### config.mk
export PLATFORM = sky130hd
export DESIGN_NAME = cci_mpf_prim_lutram_rmw_counter_flat
export DESIGN_NICKNAME = d
export VERILOG_FILES = /design/src/rtl/cci_mpf_prim_lutram_rmw_counter_if.sv /design/src/rtl/cci_mpf_prim_lutram_rmw_counter.sv /design/src/flat_wrapper.sv
export SDC_FILE = /design/constraint.sdc
export NUM_CORES = 1
export LEC_CHECK = 0
export BUFFER_PORTS_ARGS = -buffer_cell sky130_fd_sc_hd__buf_4
export CAP_MARGIN = 20
export CORE_MARGIN = 2
export CORE_UTILIZATION = 57
export CTS_CLUSTER_SIZE = 14
export DETAILED_ROUTE_END_ITERATION = 10
export PLACE_DENSITY = 0.76
export SLEW_MARGIN = 20
export SYNTH_ARGS = -nofsm -noshare
export SYNTH_HDL_FRONTEND = slang
export SYNTH_SLANG_ARGS = --single-unit
### constraint.sdc
create_clock -name clk -period 2.7 [get_ports clk]
set_clock_uncertainty 0.15 [all_clocks]
set_input_delay 0.27 -clock clk [delete_from_list [all_inputs] [get_ports clk]]
set_output_delay 0.27 -clock clk [all_outputs]
set_load 0.02 [all_outputs]
### src/rtl/cci_mpf_prim_lutram_rmw_counter_if.sv
// Update/response/query bundle for the LUTRAM read-modify-write counter array.
// The master drives requests and queries; the slave (the counter engine) drives results.
interface cci_mpf_prim_lutram_rmw_counter_if #(
  parameter int N_ENTRIES  = 32,
  parameter int N_CNT_BITS = 8
);
  localparam int IDX_W = $clog2(N_ENTRIES);

  logic                  rdy;
  logic                  upd_en;
  logic [IDX_W-1:0]      upd_idx;
  logic                  upd_dec;
  logic                  upd_rsp_valid;
  logic [IDX_W-1:0]      upd_rsp_idx;
  logic [N_CNT_BITS-1:0] upd_rsp_value;
  logic                  upd_rsp_ovf;
  logic [IDX_W-1:0]      rd_idx;
  logic [N_CNT_BITS-1:0] rd_value;

  modport master (
    input  rdy,
    input  upd_rsp_valid,
    input  upd_rsp_idx,
    input  upd_rsp_value,
    input  upd_rsp_ovf,
    input  rd_value,
    output upd_en,
    output upd_idx,
    output upd_dec,
    output rd_idx
  );

  modport slave (
    output rdy,
    output upd_rsp_valid,
    output upd_rsp_idx,
    output upd_rsp_value,
    output upd_rsp_ovf,
    output rd_value,
    input  upd_en,
    input  upd_idx,
    input  upd_dec,
    input  rd_idx
  );
endinterface

### src/rtl/cci_mpf_prim_lutram_rmw_counter.sv
// Two-stage read-modify-write engine over a LUTRAM array of counters, with a
// same-index bypass so back-to-back updates to one counter are always cumulative.
//
// state   | meaning
// --------+----------------------------------------------------------
// ST_INIT | sweeping the array, writing 0 to index init_ptr each cycle
// ST_RUN  | array initialised; rdy=1, updates and queries accepted
module cci_mpf_prim_lutram_rmw_counter #(
  parameter int N_ENTRIES  = 32,
  parameter int N_CNT_BITS = 8,
  parameter int SATURATE   = 1
) (
  input  logic clk,
  input  logic reset,
  cci_mpf_prim_lutram_rmw_counter_if.slave bus
);
  localparam int IDX_W = $clog2(N_ENTRIES);

  typedef logic [IDX_W-1:0]      idx_t;
  typedef logic [N_CNT_BITS-1:0] cnt_t;

  localparam idx_t LAST_IDX = idx_t'(N_ENTRIES - 1);
  localparam cnt_t CNT_MAX  = '1;

  typedef enum logic {
    ST_INIT,
    ST_RUN
  } state_t;

  state_t state;
  state_t state_nxt;
  idx_t   init_ptr;
  idx_t   init_ptr_nxt;
  logic   init_we;

  always_ff @(posedge clk or posedge reset) begin
    if (reset) begin
      state    <= ST_INIT;
      init_ptr <= '0;
    end else begin
      state    <= state_nxt;
      init_ptr <= init_ptr_nxt;
    end
  end

  always_comb begin
    state_nxt    = state;
    init_ptr_nxt = init_ptr;
    init_we      = 1'b0;
    case (state)
      ST_INIT: begin
        init_we      = 1'b1;
        init_ptr_nxt = init_ptr + 1'b1;
        if (init_ptr == LAST_IDX) begin
          state_nxt = ST_RUN;
        end
      end
      ST_RUN: begin
        state_nxt = ST_RUN;
      end
      default: begin
        state_nxt = ST_INIT;
      end
    endcase
  end

  logic rdy;
  assign rdy     = (state == ST_RUN);
  assign bus.rdy = rdy;

  // Counter storage; contents are meaningless until the init sweep finishes.
  cnt_t mem [N_ENTRIES];

  logic t1_valid;
  idx_t t1_idx;
  logic t1_dec;
  cnt_t t1_old;
  cnt_t t1_new;
  logic t1_ovf;

  logic t0_fire;
  cnt_t t0_old;

  assign t0_fire = rdy & bus.upd_en;

  // The T1 write has not landed yet, so a matching T0 read takes T1's result.
  always_comb begin
    if (t1_valid && (t1_idx == bus.upd_idx)) begin
      t0_old = t1_new;
    end else begin
      t0_old = mem[bus.upd_idx];
    end
  end

  always_ff @(posedge clk or posedge reset) begin
    if (reset) begin
      t1_valid <= 1'b0;
      t1_idx   <= '0;
      t1_dec   <= 1'b0;
      t1_old   <= '0;
    end else begin
      t1_valid <= t0_fire;
      t1_idx   <= bus.upd_idx;
      t1_dec   <= bus.upd_dec;
      t1_old   <= t0_old;
    end
  end

  always_comb begin
    t1_new = t1_old;
    t1_ovf = 1'b0;
    if (t1_dec) begin
      if (t1_old == '0) begin
        t1_ovf = 1'b1;
        t1_new = (SATURATE != 0) ? cnt_t'(0) : CNT_MAX;
      end else begin
        t1_new = t1_old - 1'b1;
      end
    end else begin
      if (t1_old == CNT_MAX) begin
        t1_ovf = 1'b1;
        t1_new = (SATURATE != 0) ? CNT_MAX : cnt_t'(0);
      end else begin
        t1_new = t1_old + 1'b1;
      end
    end
  end

  logic wr_en;
  idx_t wr_idx;
  cnt_t wr_data;

  // The sweep and the update pipeline never overlap: updates need rdy=1.
  always_comb begin
    wr_en   = init_we | t1_valid;
    wr_idx  = init_we ? init_ptr : t1_idx;
    wr_data = init_we ? cnt_t'(0) : t1_new;
  end

  always_ff @(posedge clk) begin
    if (wr_en) begin
      mem[wr_idx] <= wr_data;
    end
  end

  logic rsp_valid;
  idx_t rsp_idx;
  cnt_t rsp_value;
  logic rsp_ovf;
  cnt_t rd_value;

  always_ff @(posedge clk or posedge reset) begin
    if (reset) begin
      rsp_valid <= 1'b0;
      rsp_idx   <= '0;
      rsp_value <= '0;
      rsp_ovf   <= 1'b0;
    end else begin
      rsp_valid <= t1_valid;
      if (t1_valid) begin
        rsp_idx   <= t1_idx;
        rsp_value <= t1_new;
        rsp_ovf   <= t1_ovf;
      end
    end
  end

  // Query sees every update older than this cycle, including the one still in T1.
  always_ff @(posedge clk or posedge reset) begin
    if (reset) begin
      rd_value <= '0;
    end else if (t1_valid && (t1_idx == bus.rd_idx)) begin
      rd_value <= t1_new;
    end else begin
      rd_value <= mem[bus.rd_idx];
    end
  end

  assign bus.upd_rsp_valid = rsp_valid;
  assign bus.upd_rsp_idx   = rsp_idx;
  assign bus.upd_rsp_value = rsp_value;
  assign bus.upd_rsp_ovf   = rsp_ovf;
  assign bus.rd_value      = rd_value;
endmodule

### src/flat_wrapper.sv
// flat-port wrapper written by rule: the top's interface ports become plain ports
module cci_mpf_prim_lutram_rmw_counter_flat 
#(
  parameter int N_ENTRIES  = 32,
  parameter int N_CNT_BITS = 8,
  parameter int SATURATE   = 1
)
  (clk, reset, bus_rdy, bus_upd_rsp_valid, bus_upd_rsp_idx, bus_upd_rsp_value, bus_upd_rsp_ovf, bus_rd_value, bus_upd_en, bus_upd_idx, bus_upd_dec, bus_rd_idx);
  cci_mpf_prim_lutram_rmw_counter_if #(.N_ENTRIES(N_ENTRIES), .N_CNT_BITS(N_CNT_BITS)) bus_i ();
  input  logic clk;
  input  logic reset;
  output wire logic [$bits(bus_i.rdy)-1:0] bus_rdy;
  output wire logic [$bits(bus_i.upd_rsp_valid)-1:0] bus_upd_rsp_valid;
  output wire logic [$bits(bus_i.upd_rsp_idx)-1:0] bus_upd_rsp_idx;
  output wire logic [$bits(bus_i.upd_rsp_value)-1:0] bus_upd_rsp_value;
  output wire logic [$bits(bus_i.upd_rsp_ovf)-1:0] bus_upd_rsp_ovf;
  output wire logic [$bits(bus_i.rd_value)-1:0] bus_rd_value;
  input wire logic [$bits(bus_i.upd_en)-1:0] bus_upd_en;
  input wire logic [$bits(bus_i.upd_idx)-1:0] bus_upd_idx;
  input wire logic [$bits(bus_i.upd_dec)-1:0] bus_upd_dec;
  input wire logic [$bits(bus_i.rd_idx)-1:0] bus_rd_idx;
  assign bus_rdy = bus_i.rdy;
  assign bus_upd_rsp_valid = bus_i.upd_rsp_valid;
  assign bus_upd_rsp_idx = bus_i.upd_rsp_idx;
  assign bus_upd_rsp_value = bus_i.upd_rsp_value;
  assign bus_upd_rsp_ovf = bus_i.upd_rsp_ovf;
  assign bus_rd_value = bus_i.rd_value;
  assign bus_i.upd_en = bus_upd_en;
  assign bus_i.upd_idx = bus_upd_idx;
  assign bus_i.upd_dec = bus_upd_dec;
  assign bus_i.rd_idx = bus_rd_idx;
  cci_mpf_prim_lutram_rmw_counter #(.N_ENTRIES(N_ENTRIES), .N_CNT_BITS(N_CNT_BITS), .SATURATE(SATURATE)) u_core (.clk(clk), .reset(reset), .bus(bus_i));
endmodule
==> results.py, run 1 <==
metrics = {
    "clock_tree": {
        "cts-htree-levels": 1,
        "cts_made_buffers": 31,
        "clk_path_buf_depth": 3,
        "clock-sinks": 300,
        "clock_latency_ns": 0.57,
        "cts_tree": "done",
        "cts-root-buf": "clkbuf_16",
        "clk_pin_slew_worst_paths_ns": 0.07,
    },
    "floorplanning": {
        "die_w_um": 163,
        "row_count": 58,
        "die_h_um": 163,
        "ios": 38,
        "fp.dieArea_mm2": 0.0265,
        "start_util_pct": 57.5,
        "core_mm2": 0.0250,
    },
    "power_and_ir_drop": {
        "leakage_nw": 5.84,
        "pwr_density_cell_mw_per_mm2": 680,
        "ir_drop_v": 0.000454,
        "finalPower_w": 0.0113,
        "clkPwrFrac_pct": 39.3,
        "pwr-share-comb_pct": 12.9,
        "seqPwrFrac_pct": 47.8,
        "p_sw_w": 0.00273,
        "internal_power_w": 0.00858,
        "swShare_pct": 24.2,
    },
    "placed_design": {
        "dpl-instance-area_mm2": 0.0154,
        "place_inst": 1194,
        "hpwl_mm": 25.2,
        "io_buffers": 37,
        "gpl.final_weighted_congestion": 0.955,
        "place_ws_ns": -0.201,
    },
    "synthesis": {
        "synth.mux.area_fraction_pct": 24.1,
        "synth_xor_area_share_pct": 0.916,
        "synthFlopType": "edfxtp_1",
        "ys_seq_area_share_pct": 61.2,
        "synth_compound_area_share_pct": 4.79,
        "yosys.cell_count.top_type": "edfxtp_1",
        "synthAdderAreaFrac_pct": 0.436,
        "synth_edf_count": 256,
        "syn_area_mm2": 0.0144,
        "yosysTopAreaCell": "edfxtp_1",
        "synth_top_family_by_area": "multiplexers",
        "synth_cells": 801,
        "synth_nets": 820,
        "netlist_top_cells_count": "edfxtp_1 (256), mux4_2 (89), nor2_1 (50)",
        "yosysTopAreaCellShare_pct": 53.6,
        "ys_warn_count": 0,
        "synthSimpleGateAreaFrac_pct": 5.34,
        "syn_avg_cell_area_um2": 17.9,
        "synth.distinct_cells": 65,
        "synth_area_leaders": "edfxtp_1 (54%), mux4_2 (14%), dfrtp_1 (7.7%)",
        "synth_seq_cells": 300,
        "async_reset_ff_share_pct": 14.7,
    },
    "sta": {
        "grt_setup_unrepaired": "no",
        "tightestPinTransition_ns": 0.783,
        "period_needed_ns": 2.66,
        "relSlewSlack_pct": 47.6,
        "fin_crit_sh_pct": 98.5,
        "slew_violations": 0,
        "finalWorstSetupSlack_ns": 0.0406,
        "max_freq_mhz": 376,
        "finalSetupViolations": 0,
        "finalSetupTns_ns": 0,
        "hold_viol_final": 0,
    },
    "final_layout": {
        "drive_gt1_share_pct": 32.4,
        "diodes": 0,
        "multiInputGateArea_mm2": 0.00516,
        "fin_cells": 1261,
        "area_growth_pct": 15.8,
        "fin_nets": 926,
        "nFillCells": 1597,
        "design_area_mm2": 0.0166,
        "seq_area_mm2": 0.00879,
    },
    "critical_path": {
        "cp_max_fo": 32,
        "crit_buf_inv": 4,
        "start_kind": "flop",
        "arrival_ns": 2.80,
        "critPathLaunch": "u_core.t1_old[0]$_DFF_PP0_",
        "crit_chain": "inv_1, buf_4, ha_1, nor3b_1, a21bo_2, buf_4, nor3_1, o31ai_4, nor2b_2, buf_12",
        "worst_setup_path_end_kind": "flop",
        "cp_slowest_cell": "o31ai_4",
        "critical-path-top-delay-family": "compound AO/OA/AOI/OAI gates",
        "cpMostUsedCell": "buf_4",
        "reg2reg_from": "u_core.t1_old[0]$_DFF_PP0_",
        "worstPathRequired_ns": 2.84,
        "max_stage_delay_ns": 0.40,
        "path_class": "reg2reg",
    },
    "run_status": {
        "status": "finished clean",
    },
    "drt": {
        "drt_pass1_iterations": 8,
        "wl_mm": 38.1,
        "vias": 9000,
        "viasPerCell": 7.14,
        "ant_nets": 0,
        "dr.first_iter.drc_count": 1463,
        "wire_per_inst_um": 30.2,
        "route.detailed.drc": 0,
    },
    "grt": {
        "antenna_found_initial": 1,
        "grt_pass1_vias": 8885,
        "grt_overflow": 0,
        "grt_max_degree": 33,
        "grt_pass1_wl_mm": 56.9,
        "grtUsageTotal_pct": 29.6,
    },
    "min_path": {
        "min_path_type": "in2async",
    },
    "job": {
        "drv_cap": 0,
    },
}
flip-flops by register name, indices dropped and copies added (netlist names):
register	cells
u_core.init_ptr	5
u_core.bus.upd_rsp_valid	1
u_core.mem	256
u_core.bus.rd_value	8
u_core.t1_dec	1
u_core.bus.upd_rsp_ovf	1
u_core.t1_old	8
u_core.bus.upd_rsp_value	8
u_core.bus.rdy	1
u_core.t1_idx	5
u_core.bus.upd_rsp_idx	5
u_core.t1_valid	1
through the flow:
| stage | utilization, % | hold WS [ns] |
|---|---|---|
| floorplan | - | 0.151 |
| global placement | 61.7 | 0.0868 |
| detailed placement | 61.7 | 0.109 |
| CTS | 66.4 | 0.0712 |
| global route | 66.6 | 0.104 |
| finish | 66.6 | 0.0662 |
cells in the final DEF, fill, tap and decap left out, drive strengths merged, types with 12 or more instances in the layout:
cell type,Yosys,layout
edfxtp,256,256
mux4,129,129
buf,38,122
nor2,50,50
dfrtp,44,44
clkbuf,18,43
o22ai,38,38
mux2i,30,30
nand2,22,22
a21oi,16,16
nor2b,14,14
nand3,12,12
tightest hold or removal path, stage by stage:
cell	delay, ns
dlygate4sd3_1	0.53
buf_4	0.13
clkinv_1	0.25
logic make-up (layout without fill, tap and decap cells):
logic type,Yosys count,count (layout)
buffers and inverters,67,197
AO/OA/AOI/OAI,100,100
AND/OR/NAND/NOR,146,146
XOR/XNOR,15,15
adder cells (fa/ha/maj),5,5
multiplexers,168,168
flip-flops,300,300
path summary, 6_finish.rpt:
check | endpoint | cells after the start | slack [ns]
worst max register to register | u_core.mem[14][5]$_DFFE_PP_ | 10 | 0.04
worst max-delay path | u_core.mem[14][5]$_DFFE_PP_ | 10 | 0.04
worst min-delay path | u_core.init_ptr[4]$_DFFE_PP0N_ | 3 | 0.07
worst min register to register | u_core.bus.upd_rsp_idx[2]$_DFFE_PP0P_ | 1 | 0.36
min in group clk | u_core.t1_dec$_DFF_PP0_ | 2 | 0.22
max in group asynchronous | u_core.bus.rd_value[7]$_DFF_PP0_ | 4 | 1.63
routing by layer:
metal / wire [um] / global-route usage [%] / vias up
met3: 4570 / 5.09 / 122
met2: 18000 / 46.7 / 756
li1: - / - / 3572
met4: 1760 / 12.0 / 2
met5: 13 / 0 / -
met1: 13700 / 41.8 / 4548
layout make-up:
| class | count | area share [%] |
|---|---|---|
| Sequential cell | 300 | 52.9 |
| Multi-Input combinational cell | 434 | 31.1 |
| Clock inverter | 14 | 0.934 |
| Inverter | 10 | 0.226 |
| Tap cell | 330 | 2.48 |
| Timing Repair Buffer | 130 | 6.82 |
| Clock buffer | 43 | 5.57 |
power by group through the flow:
stage               Combinational (W)  Sequential (W)  Clock (W)
finish                        0.00146         0.00540    0.00445
global route                  0.00153         0.00541    0.00466
CTS                           0.00142         0.00540    0.00448
detailed placement            0.00139         0.00549          0
global placement              0.00135         0.00548          0
floorplan                    0.000758         0.00554          0
repair_timing:
item,4_1_cts,5_1_grt
hold buffers,8,0
gates resized for setup,3,4
endpoints found under the hold margin,51,0
buffers inserted,0,2
endpoints found under the setup margin,96,108
Power figures use the tool's default switching activity.
==> run 2: changes to the inputs <==
--- a/config.mk
+++ b/config.mk
@@ -7,8 +7,8 @@
 export LEC_CHECK = 0
 export BUFFER_PORTS_ARGS = -buffer_cell sky130_fd_sc_hd__buf_4
 export CAP_MARGIN = 20
-export CORE_MARGIN = 2
 export CORE_UTILIZATION = 57
+export CTS_CLUSTER_DIAMETER = 30
 export CTS_CLUSTER_SIZE = 14
 export DETAILED_ROUTE_END_ITERATION = 10
 export PLACE_DENSITY = 0.76
==> results.py, run 2 (same netlist as run 1, synthesis figures left out) <==
metrics = {
    "clock_tree": {
        "cts-htree-levels": 2,
        "cts-root-buf": "clkbuf_16",
        "cts_tree": "done",
        "clock_latency_ns": 0.57,
        "clk_pin_slew_worst_paths_ns": 0.05,
        "cts_made_buffers": 51,
        "clock-sinks": 300,
        "clk_path_buf_depth": 3,
        "postCtsSetupBuffers": 0,
    },
    "critical_path": {
        "r2r-end": "u_core.mem[21][7]$_DFFE_PP_",
        "critical-path-top-delay-family": "compound AO/OA/AOI/OAI gates",
        "reg2reg_from": "u_core.bus.rdy$_DFF_PP0_",
        "worstPathRequired_ns": 2.87,
        "critPathLaunch": "u_core.bus.rdy$_DFF_PP0_",
        "start_kind": "flop",
        "arrival_ns": 2.82,
        "path_class": "reg2reg",
        "worst_setup_path_end_kind": "flop",
        "cpMostUsedCell": "buf_4",
        "worstRegToRegCells": 4,
        "cp_slowest_cell": "a21oi_1",
        "crit_chain": "buf_4, a21oi_1, nor2_1, buf_4",
        "endpoint": "u_core.mem[21][7]$_DFFE_PP_",
        "path_depth": 4,
        "cp_max_fo": 10,
        "r2r_slack_ns": 0.05,
        "crit_buf_inv": 2,
        "max_stage_delay_ns": 0.93,
    },
    "sta": {
        "hold_ws_ns": 0.0130,
        "period_needed_ns": 2.65,
        "slew_violations": 0,
        "finalSetupViolations": 0,
        "tightestPinTransition_ns": 1.22,
        "hold_viol_final": 0,
        "relSlewSlack_pct": 18.9,
        "max_freq_mhz": 378,
        "fin_crit_sh_pct": 98.1,
        "finalSetupTns_ns": 0,
        "grt_setup_unrepaired": "no",
    },
    "grt": {
        "antenna_found_initial": 1,
        "grt_pass1_vias": 9413,
        "grt_overflow": 0,
        "grt_max_degree": 33,
        "grtUsageTotal_pct": 32.5,
        "grt_pass1_wl_mm": 60.7,
    },
    "drt": {
        "ant_nets": 0,
        "vias": 9398,
        "drt_pass1_iterations": 6,
        "wl_mm": 40.8,
        "route.detailed.drc": 0,
        "viasPerCell": 7.20,
        "wire_per_inst_um": 31.3,
        "dr.first_iter.drc_count": 1488,
    },
    "floorplanning": {
        "start_util_pct": 58.5,
        "fp.dieArea_mm2": 0.0258,
        "ios": 38,
        "core_mm2": 0.0245,
        "die_h_um": 161,
        "die_w_um": 161,
        "row_count": 57,
    },
    "job": {
        "drv_cap": 0,
    },
    "min_path": {
        "min_path_type": "in2reg",
    },
    "placed_design": {
        "hpwl_mm": 25.6,
        "gpl.final_weighted_congestion": 0.926,
        "io_buffers": 37,
    },
    "power_and_ir_drop": {
        "finalPower_w": 0.0139,
        "ir_drop_v": 0.000519,
        "leakage_nw": 6.24,
        "pwr_density_cell_mw_per_mm2": 793,
    },
    "final_layout": {
        "fin_nets": 958,
        "diodes": 0,
        "area_growth_pct": 21.7,
        "regMostFlops": "u_core.mem",
        "largest_reg_flops": 256,
        "layout_commonest_cell": "edfxtp_1",
        "final_cell_mix": "edfxtp_1 (256), buf_4 (125), mux4_2 (89)",
        "drive_gt1_share_pct": 35.7,
    },
    "run_status": {
        "status": "finished clean",
    },
}
run 2: changes by cell type in the layout (fill, tap and decap cells not counted), moves of 2 or more:
| cell | previous run | this run |
|---|---|---|
| bufinv_16 | 3 | 11 |
| clkinvlp_4 | 1 | 8 |
| dlygate4sd3_1 | 8 | 6 |
| buf_4 | 111 | 125 |
| clkbuf_8 | 8 | 0 |
| clkinv_4 | 0 | 3 |
| clkbuf_16 | 32 | 51 |
| inv_6 | 0 | 7 |
| inv_16 | 0 | 2 |
run 2: worst min-delay path by stage:
stage	depth (start not counted)	from	end	slack [ns]
finish	2	bus_upd_idx[0]	u_core.t1_idx[0]$_DFF_PP0_	0.01
global route	2	bus_upd_idx[0]	u_core.t1_idx[0]$_DFF_PP0_	0.01
CTS	2	bus_upd_idx[0]	u_core.t1_idx[0]$_DFF_PP0_	0.0008
detailed placement	2	reset	u_core.t1_idx[1]$_DFF_PP0_	0.20
global placement	2	reset	u_core.t1_idx[1]$_DFF_PP0_	0.18
floorplan	0	bus_upd_dec	u_core.t1_dec$_DFF_PP0_	0.15
run 2: per-stage QoR:
stage          worst slack [ns]  cell area (um^2)  std cells  utilization (%)
6_report                 0.0511             17500       1305             71.2
2_1_floorplan             0.147             14400        801                -
3_3_place_gp            -0.0473             15500       1203             63.2
3_5_place_dp             -0.238             15500       1204             63.3
4_1_cts                   0.101             17500       1305             71.1
5_1_grt                  0.0120             17500       1305             71.2
run 2: worst register-to-register path, cell delays in order, from the launching register on:
cell     delay (ns)
dfrtp_1        0.49
buf_4          0.24
a21oi_1        0.93
nor2_1         0.32
buf_4          0.28
run 2: what timing repair did:
action	CTS	global route
endpoints found under the setup margin	49	56
hold buffers	6	0
endpoints found under the hold margin	25	0
cloned	0	0
resized for setup	2	2
run 2: cell type report:
class / count / area (um^2)
clock inverters: 42 / 578
flip-flops and latches: 300 / 8790
inverters: 10 / 37.5
clock buffers: 53 / 1280
fillers: 1401 / 7070
multi-input cells: 434 / 5150
repair buffers: 142 / 1220
well taps: 324 / 405
run 2: report_power, final:
group	switching [W]	total [W]	internal [W]
Clock	0.00239	0.00696	0.00457
Sequential	0.0000765	0.00541	0.00533
Combinational	0.000891	0.00148	0.000590
run 2: layer usage:
layer	wire length (um)	up-vias	global-route usage (%)	part of all wire, %
li1	-	3658	-	-
met1	14500	4793	42.5	36
met2	19500	788	51.4	48
met3	4710	157	7.95	12
met4	2070	2	15.8	5.1
met5	9	-	0	0.022
==> run 3: changes to the inputs <==
--- a/config.mk
+++ b/config.mk
@@ -7,11 +7,11 @@
 export LEC_CHECK = 0
 export BUFFER_PORTS_ARGS = -buffer_cell sky130_fd_sc_hd__buf_4
 export CAP_MARGIN = 20
-export CORE_UTILIZATION = 57
+export CORE_UTILIZATION = 55
 export CTS_CLUSTER_DIAMETER = 30
 export CTS_CLUSTER_SIZE = 14
 export DETAILED_ROUTE_END_ITERATION = 10
-export PLACE_DENSITY = 0.76
+export PLACE_DENSITY = 0.73
 export SLEW_MARGIN = 20
 export SYNTH_ARGS = -nofsm -noshare
 export SYNTH_HDL_FRONTEND = slang
==> results.py, run 3 (same netlist as run 1, synthesis figures left out) <==
metrics = {
    "power_and_ir_drop": {
        "clkPwrFrac_pct": 49.5,
        "internal_power_w": 0.0102,
        "p_sw_w": 0.00327,
        "seqPwrFrac_pct": 40.1,
        "pwr-share-comb_pct": 10.4,
        "leakage_nw": 6.11,
        "swShare_pct": 24.3,
        "pwr_density_cell_mw_per_mm2": 781,
        "ir_drop_v": 0.000630,
    },
    "drt": {
        "vias": 8987,
        "ant_nets": 0,
        "dr.first_iter.drc_count": 1223,
        "wl_mm": 38.0,
        "route.detailed.drc": 0,
        "viasPerCell": 6.94,
        "wire_per_inst_um": 29.3,
        "drt_pass1_iterations": 5,
    },
    "placed_design": {
        "place_ws_ns": 0.148,
        "hpwl_mm": 25.1,
        "io_buffers": 37,
        "gpl.final_weighted_congestion": 1.01,
        "place_inst": 1187,
    },
    "floorplanning": {
        "die_w_um": 164,
        "ios": 38,
        "core_mm2": 0.0254,
        "fp.dieArea_mm2": 0.0267,
        "die_h_um": 164,
        "start_util_pct": 56.5,
        "row_count": 58,
    },
    "sta": {
        "fin_crit_sh_pct": 94.8,
        "finalSetupViolations": 0,
        "hold_ws_ns": 0.0443,
        "max_freq_mhz": 391,
        "slew_violations": 0,
        "period_needed_ns": 2.56,
        "tightestPinTransition_ns": 1.01,
        "hold_viol_final": 0,
        "finalWorstSetupSlack_ns": 0.141,
        "relSlewSlack_pct": 32.2,
    },
    "critical_path": {
        "start_kind": "flop",
        "worst_setup_path_end_kind": "flop",
        "cpMostUsedCell": "buf_4",
        "cp_max_fo": 16,
        "max_stage_delay_ns": 0.51,
        "r2r_slack_ns": 0.14,
        "crit_chain": "buf_4, or4_1, nor4_2, nor2b_1, o22ai_2, nor2b_2, buf_4",
        "path_class": "reg2reg",
        "cp_slowest_cell": "or4_1",
        "arrival_ns": 2.77,
        "worstPathRequired_ns": 2.91,
    },
    "clock_tree": {
        "clk_pin_slew_worst_paths_ns": 0.05,
        "clock_latency_ns": 0.57,
        "clock-sinks": 300,
        "cts_tree": "done",
        "cts_made_buffers": 53,
        "cts-root-buf": "clkbuf_16",
        "cts-htree-levels": 2,
        "clk_path_buf_depth": 3,
    },
    "grt": {
        "grtUsageTotal_pct": 29.9,
        "antenna_found_initial": 0,
        "grt_pass1_wl_mm": 57.4,
        "grt_pass1_vias": 9022,
        "grt_overflow": 0,
        "grt_max_degree": 37,
    },
    "final_layout": {
        "layout_commonest_cell": "edfxtp_1",
        "nFillCells": 1563,
        "fin_nets": 940,
        "fin_cells": 1295,
        "largest_reg_flops": 256,
        "area_growth_pct": 20.4,
        "drive_gt1_share_pct": 33.9,
        "final_cell_mix": "edfxtp_1 (256), buf_4 (102), mux4_2 (89)",
        "diodes": 0,
        "regMostFlops": "u_core.mem",
    },
    "min_path": {
        "min_path_type": "in2async",
    },
    "job": {
        "drv_cap": 0,
    },
    "run_status": {
        "status": "finished clean",
    },
}
run 3: changes by cell type in the layout (fill, tap and decap cells not counted), sizes merged, moves of 3 or more:
cell and delta:
clkbuf +6, clkinv +6, bufinv -4, inv -3, buf -21
run 3: stage by stage:
step	area, um^2	TNS (ns)	utilization, %	power (W)
CTS	17200	0	67.9	0.0135
floorplan	14400	0	-	0.00629
detailed placement	15300	0	60.4	0.00686
finish	17300	0	68.0	0.0135
global route	17300	-0.881	68.0	0.0138
global placement	15300	0	60.4	0.00681
run 3: worst paths after layout:
path	endpoint	cells after the start	startpoint
min in group clk	u_core.t1_idx[0]$_DFF_PP0_	2	bus_upd_idx[0]
hold / removal	u_core.init_ptr[0]$_DFFE_PP0N_	3	reset
max in group asynchronous	u_core.bus.rd_value[5]$_DFF_PP0_	4	reset
setup / recovery	u_core.mem[28][7]$_DFFE_PP_	7	u_core.t1_old[2]$_DFF_PP0_
setup reg to reg	u_core.mem[28][7]$_DFFE_PP_	7	u_core.t1_old[2]$_DFF_PP0_
hold reg to reg	u_core.bus.upd_rsp_idx[2]$_DFFE_PP0P_	1	u_core.bus.upd_rsp_idx[2]$_DFFE_PP0P_
run 3: timing repair:
action,4_1_cts,5_1_grt
setup endpoints to repair,0,112
setup buffers,0,2
resized for setup,0,4
hold buffers,7,0
hold endpoints to repair,50,0
run 3: metal layers:
layer,part of all wire (%),wire length (um),up-vias,global-route usage [%]
met2,48,18100,628,46.4
met5,0,0,-,0
li1,-,-,3631,-
met3,9.9,3770,111,5.66
met1,38,14400,4617,41.2
met4,4.5,1720,0,13.7
run 3: power groups by stage:
stage	Sequential (W)	Combinational [W]	Clock, W
floorplan	0.00554	0.000758	0
global placement	0.00549	0.00132	0
detailed placement	0.00550	0.00136	0
CTS	0.00541	0.00138	0.00672
global route	0.00543	0.00148	0.00693
finish	0.00542	0.00140	0.00668
run 3: cell type report:
class | instances | area (um^2) | area share, %
multi-input combinational | 434 | 5130 | 29.7
sequential | 300 | 8790 | 50.9
clock inverter | 40 | 479 | 2.77
tap | 330 | 413 | 2.39
timing repair buffer | 122 | 1080 | 6.24
inverter | 10 | 37.5 | 0.217
clock buffer | 59 | 1350 | 7.81
run 3: worst max-delay path: cells and delay by family (launching register included):
kind,cells,cell delay (ns)
AOI/OAI and AO/OA,1,0.10
buffers and inverters,2,0.48
DFF,1,0.45
and+or+nand+nor,4,1.19
